===== src/rtl/mips_regfile_v2.sv =====
// mips_regfile_v2
//   Clocked MIPS register file: 2^ADDR_W x DATA_W registers, register 0
//   hardwired to zero, NUM_RD registered read ports (legal 1..4), one
//   synchronous write port, and a dump engine that streams every register
//   out one word per cycle.
//
//   Ports
//     clk, rst          rising-edge clock, asynchronous active-high reset
//     rd_addr/rd_data   packed read ports, port i at [i*W +: W]; 1-cycle latency
//     wr_en/wr_addr/wr_data  write port; writes to address 0 are dropped
//     dump_start        starts a dump when the engine is idle
//     dump_busy         engine in RUN
//     dump_valid/dump_addr/dump_data  one dumped word per cycle
//     dump_done         one-cycle pulse after the last word
//
//   Configuration macro: REGFILE_BYPASS_EN
//     defined   - a read or dump of the address being written this edge
//                 captures wr_data (write-first)
//     undefined - the same case captures the old stored value (read-first)
//
//   Dump FSM
//     state | meaning
//     IDLE  | waiting for dump_start
//     RUN   | presenting reg[counter], counter advancing 0..2^ADDR_W-1
//     DONE  | one-cycle dump_done pulse, then back to IDLE

module mips_regfile_v2 #(
  parameter int DATA_W = 32,
  parameter int ADDR_W = 5,
  parameter int NUM_RD = 2
) (
  input  logic                     clk,
  input  logic                     rst,
  input  logic [NUM_RD*ADDR_W-1:0] rd_addr,
  output logic [NUM_RD*DATA_W-1:0] rd_data,
  input  logic                     wr_en,
  input  logic [ADDR_W-1:0]        wr_addr,
  input  logic [DATA_W-1:0]        wr_data,
  input  logic                     dump_start,
  output logic                     dump_busy,
  output logic                     dump_valid,
  output logic [ADDR_W-1:0]        dump_addr,
  output logic [DATA_W-1:0]        dump_data,
  output logic                     dump_done
);

  localparam int DEPTH = 1 << ADDR_W;

  typedef enum logic [1:0] {
    IDLE = 2'd0,
    RUN  = 2'd1,
    DONE = 2'd2
  } state_t;

  logic [DATA_W-1:0]        regs_q [DEPTH];
  logic [DATA_W-1:0]        regs_d [DEPTH];
  logic [NUM_RD*DATA_W-1:0] rd_data_q, rd_data_d;
  state_t                   state_q, state_d;
  logic [ADDR_W-1:0]        cnt_q, cnt_d;
  logic                     dump_valid_q, dump_valid_d;
  logic [ADDR_W-1:0]        dump_addr_q, dump_addr_d;
  logic [DATA_W-1:0]        dump_data_q, dump_data_d;
  logic                     dump_done_q, dump_done_d;

  logic wr_active;
  assign wr_active = wr_en && (wr_addr != '0);

  // Value captured by a read-like access of addr given its stored value.
  // Address 0 is forced to zero even though regs_q[0] never changes, so a
  // bypass can never leak wr_data onto register 0.
  function automatic logic [DATA_W-1:0] read_word(
    input logic [ADDR_W-1:0] addr,
    input logic [DATA_W-1:0] stored,
    input logic              wa,
    input logic [ADDR_W-1:0] wa_addr,
    input logic [DATA_W-1:0] wa_data
  );
    logic [DATA_W-1:0] val;
    val = stored;
`ifdef REGFILE_BYPASS_EN
    if (wa && (wa_addr == addr)) val = wa_data;
`else
    if (wa && (wa_addr == addr)) val = stored;
`endif
    if (addr == '0) val = '0;
    return val;
  endfunction

  always_comb begin
    regs_d = regs_q;
    if (wr_active) regs_d[wr_addr] = wr_data;
    regs_d[0] = '0;
  end

  always_comb begin
    rd_data_d = '0;
    for (int i = 0; i < NUM_RD; i++) begin
      rd_data_d[i*DATA_W +: DATA_W] =
        read_word(rd_addr[i*ADDR_W +: ADDR_W], regs_q[rd_addr[i*ADDR_W +: ADDR_W]],
                  wr_active, wr_addr, wr_data);
    end
  end

  always_comb begin
    state_d      = state_q;
    cnt_d        = cnt_q;
    dump_valid_d = 1'b0;
    dump_done_d  = 1'b0;
    dump_addr_d  = dump_addr_q;
    dump_data_d  = dump_data_q;
    case (state_q)
      IDLE: begin
        if (dump_start) begin
          state_d = RUN;
          cnt_d   = '0;
        end
      end
      RUN: begin
        dump_valid_d = 1'b1;
        dump_addr_d  = cnt_q;
        dump_data_d  = read_word(cnt_q, regs_q[cnt_q], wr_active, wr_addr, wr_data);
        cnt_d        = cnt_q + ADDR_W'(1);
        if (cnt_q == {ADDR_W{1'b1}}) state_d = DONE;
      end
      DONE: begin
        dump_done_d = 1'b1;
        state_d     = IDLE;
      end
      default: state_d = IDLE;
    endcase
  end

  always_ff @(posedge clk or posedge rst) begin
    if (rst) begin
      for (int i = 0; i < DEPTH; i++) regs_q[i] <= '0;
      rd_data_q    <= '0;
      state_q      <= IDLE;
      cnt_q        <= '0;
      dump_valid_q <= 1'b0;
      dump_addr_q  <= '0;
      dump_data_q  <= '0;
      dump_done_q  <= 1'b0;
    end else begin
      regs_q       <= regs_d;
      rd_data_q    <= rd_data_d;
      state_q      <= state_d;
      cnt_q        <= cnt_d;
      dump_valid_q <= dump_valid_d;
      dump_addr_q  <= dump_addr_d;
      dump_data_q  <= dump_data_d;
      dump_done_q  <= dump_done_d;
    end
  end

  assign rd_data    = rd_data_q;
  assign dump_busy  = (state_q == RUN);
  assign dump_valid = dump_valid_q;
  assign dump_addr  = dump_addr_q;
  assign dump_data  = dump_data_q;
  assign dump_done  = dump_done_q;

endmodule


===== config.mk =====
export PLATFORM = sky130hd
export DESIGN_NAME = mips_regfile_v2
export DESIGN_NICKNAME = d
export VERILOG_FILES = /design/src/rtl/mips_regfile_v2.sv
export SDC_FILE = /design/constraint.sdc
export NUM_CORES = 2
export LEC_CHECK = 0
export BUFFER_PORTS_ARGS = -buffer_cell sky130_fd_sc_hd__buf_4
export CELL_PAD_IN_SITES_DETAIL_PLACEMENT = 1
export CELL_PAD_IN_SITES_GLOBAL_PLACEMENT = 1
export CORE_UTILIZATION = 58
export CTS_BUF_LIST = sky130_fd_sc_hd__clkbuf_4 sky130_fd_sc_hd__clkbuf_8 sky130_fd_sc_hd__clkbuf_16
export CTS_CLUSTER_SIZE = 40
export DETAILED_ROUTE_END_ITERATION = 8
export GPL_TIMING_DRIVEN = 0
export PLACE_DENSITY_LB_ADDON = 0.1
export SYNTH_ARGS = -nofsm -noshare
export SYNTH_HDL_FRONTEND = slang
export SYNTH_SLANG_ARGS = --single-unit

===== constraint.sdc =====
create_clock -name clk -period 121.1 [get_ports clk]
set_input_delay 36.33 -clock clk [delete_from_list [all_inputs] [get_ports clk]]
set_output_delay 36.33 -clock clk [all_outputs]
set_load 0.01 [all_outputs]

==> results.txt <==
CP Data Arrival Time = 40.62 ns
max_cap viols = 34
initial core utilization = 58.6%
EDFF count, synth = 0
top cell type's share of synthesized area = 42.5%
placed cell area = 68200 sq um
io pins = 155
# hold bufs at CTS = 0
Worst Hold Class = register to register
prevailing post-synth register cell = dfrtp_1
Peak Freq = 0.0250 GHz
die width = 336 um
Root Buffer = clkbuf_16
worst slack, placed = 80.97 ns
Worst VDD drop = 17.0 uV
setup repair bufs after CTS = 0
R2R Path Start = cnt_q[4]$_DFFE_PP0P_
P&R area growth vs syn = 11.7%
Clk pin slew, worst setup/hold paths = 0.06 ns
core area = 111000 sq um
total CTS buffers = 130
GRT overflow = 0
DR DRC count = 0
Tcrit/Tclk final = 33.0%
Buffers on Ports = 148
crit-path max FO = 10
Overall Global Routing Usage = 58.5%
status = complete, but fails checks
DIE AREA = 113000 sq um
Vias = 53875
hold path cells = 2
final weighted congestion in routability-driven placement = 1.04
final worst setup slack = 81.09 ns
Yosys warning total = 0
Slew @ Worst Pin = 1.79 ns
fin area = 72400 sq um
CTS sink count = 1102
Final setup viols = 0
clk_lat worst skew = 0.80 ns
Final ANT Viol Nets = 0
worst reg2reg endpoint = dump_data[11]$_DFFE_PP0P_
crit start category = primary input
Hold Vio Cnt, Final = 0
hold path start = dump_addr[0]$_DFFE_PP0P_
largest net degree at the start of global routing = 128
Rows = 122
Synth Net Count = 4614
CTS resizes = 0
failing checks = capacitance limit, slew limit
R2R cell count = 5
Layout fillers = 10108
vias in the first global route = 54372
crit path capture type = register
hold endpoint = dump_addr[0]$_DFFE_PP0P_
routed len/inst = 50.6 um
sequential element share of the synthesized area = 42.5%
register-to-register setup slack = 117.04 ns
First-pass DRT Iterations = 9
Power Density = 21.4 nW/um^2
number of nets in the layout = 4907
first-pass GRT wire length = 445000 um
area leader, netlist = dfrtp_1
Starting DRT DRC Count = 9106
Worst Path Required = 121.71 ns
critical path class = primary input to register
H-Tree Level Count = 4
setup TNS = 0 ns
Tot Pwr = 1.55 mW
Rel. slew slack = -19.2%
Die Ht = 336 um
DRT Wirelength = 326000 um
Yosys cell types = 46
Async S/R FF share, synth = 100%
Clock Skew = 0.0231 ns
Seq. cell area = 27600 sq um
layout cell share with drive strength beyond 1 = 47.6%
initial antenna violation count = 24
RSZ-0062 raised after global routing = no
Final min period = 40.01 ns
Synth Register Bits = 1102
Mapped Area = 64800 sq um
Syn Inst Count = 4560
CTS tree = done
Avg Inst Size Synth = 14.2 sq um
hpwl dp = 218000 um
area used by multi-input combinational logic = 34800 sq um
leak pwr = 31.2 nW
top post-synthesis cells by area = dfrtp_1 43%, mux2_2 20%, mux4_2 19%, mux2i_1 5.4%, clkbuf_1 1.3%
Slew Viols, Final = 335
vias per inst = 8.35
Hold WS = 0.487 ns
Clock Tree Buf Depth = 3
-- stage by stage --
step | cells | util, %
floorplan | 4560 | -
CTS | 6429 | 65.4
finish | 6449 | 65.4
global placement | 6196 | 61.3
detailed placement | 6209 | 61.6
global route | 6432 | 65.4
-- cell families after synthesis --
group | count (synthesis) | share of synthesized area [%]
flip-flops | 1102 | 42.5
AO/OA/AOI/OAI | 470 | 6.09
AND/OR/NAND/NOR | 408 | 2.94
adder cells (fa/ha/maj) | 3 | 0.0579
buffers and inverters | 514 | 3.69
multiplexers | 2063 | 44.7
-- worst max-delay path, cell delays in order --
cell	delay (ns)
buf_4	0.13
buf_2	0.53
buf_2	0.72
buf_2	0.67
nand2_1	0.61
clkbuf_1	0.79
o22ai_1	0.48
nor2_1	0.27
-- worst max path at each step --
stage / startpoint / end / slack, ns / cells after the start
after floorplan: rst / cnt_q[0]$_DFFE_PP0P_ / 53.74 / 1
after global placement: rst / regs_q[719]$_DFFE_PP0P_ / 41.50 / 2
after detailed placement: rd_addr[6] / rd_data[63]$_DFF_PP0_ / 80.97 / 8
after CTS: state_q[1]$_DFFE_PP0P_ / dump_busy / 81.48 / 6
after global routing: state_q[1]$_DFFE_PP0P_ / dump_busy / 81.40 / 6
final: rd_addr[6] / rd_data[63]$_DFF_PP0_ / 81.09 / 8
-- flip-flops by register name (all words and copies together), names as in the netlist --
signal	flops
cnt_q	5
dump_addr	5
dump_data	32
dump_done	1
dump_valid	1
rd_data	64
regs_q	992
state_q	2
-- routing by layer --
metal | vias up | track usage [%] | part of all wire (%)
li1 | 18610 | - | -
met1 | 27610 | 68.0 | 32
met2 | 5684 | 77.6 | 40
met3 | 1938 | 30.9 | 16
met4 | 33 | 52.0 | 11
met5 | - | 3.79 | 0.22
-- power by group --
| group | switching (mW) | internal [mW] | total [mW] | leakage, nW |
|---|---|---|---|---|
| registers | 0.0897 | 0.444 | 0.534 | 14.1 |
| logic | 0.356 | 0.257 | 0.612 | 15.0 |
| clock network | 0.172 | 0.229 | 0.402 | 2.12 |
| total | 0.618 | 0.931 | 1.55 | 31.2 |
-- Yosys cell counts (all sizes together), types with 3 or more instances --
| library cell | number |
|---|---|
| inv | 6 |
| or3b | 5 |
| a222oi | 31 |
| a22o | 4 |
| nand2 | 146 |
| nor2b | 37 |
| o211ai | 32 |
| a211oi | 49 |
| dfrtp | 1102 |
| nand2b | 22 |
| nand3b | 6 |
| mux2 | 1168 |
| a221oi | 47 |
| o221ai | 46 |
| a31oi | 3 |
| o21ai | 15 |
| mux2i | 348 |
| nor2 | 113 |
| and2 | 3 |
| nand3 | 20 |
| a221o | 51 |
| nor3b | 4 |
| ha | 3 |
| o22ai | 95 |
| clkbuf | 224 |
| o311a | 31 |
| or2 | 3 |
| nor3 | 12 |
| a22oi | 16 |
| buf | 284 |
| nor4 | 31 |
| mux4 | 547 |
| a2111o | 46 |
-- cells in the final DEF (no fill, tap or decap), types with 32 or more instances in the layout --
cell | synthesis | layout
o221ai_1 | 46 | 46
buf_4 | 48 | 196
clkbuf_16 | 0 | 133
a221o_1 | 51 | 51
clkbuf_1 | 224 | 204
mux2i_1 | 348 | 348
o211ai_1 | 32 | 32
nand2_1 | 146 | 146
nor2_1 | 113 | 113
nor2b_1 | 36 | 36
buf_1 | 71 | 58
a2111o_1 | 46 | 46
a211oi_1 | 49 | 49
mux2_2 | 1168 | 1168
o22ai_1 | 95 | 95
buf_2 | 153 | 157
a221oi_1 | 47 | 47
dfrtp_1 | 1102 | 1102
mux4_2 | 547 | 547
-- final cells by class --
cell class | instances | share of cell area, %
Antenna cell | 20 | 0.0691
Buffer | 508 | 3.33
Clock buffer | 182 | 5.29
Clock inverter | 38 | 0.506
Inverter | 6 | 0.0415
Multi-Input combinational cell | 2944 | 48.1
Sequential cell | 1102 | 38.1
Tap cell | 1488 | 2.57
Timing Repair Buffer | 161 | 1.99
(Power assumes the default switching activity.)
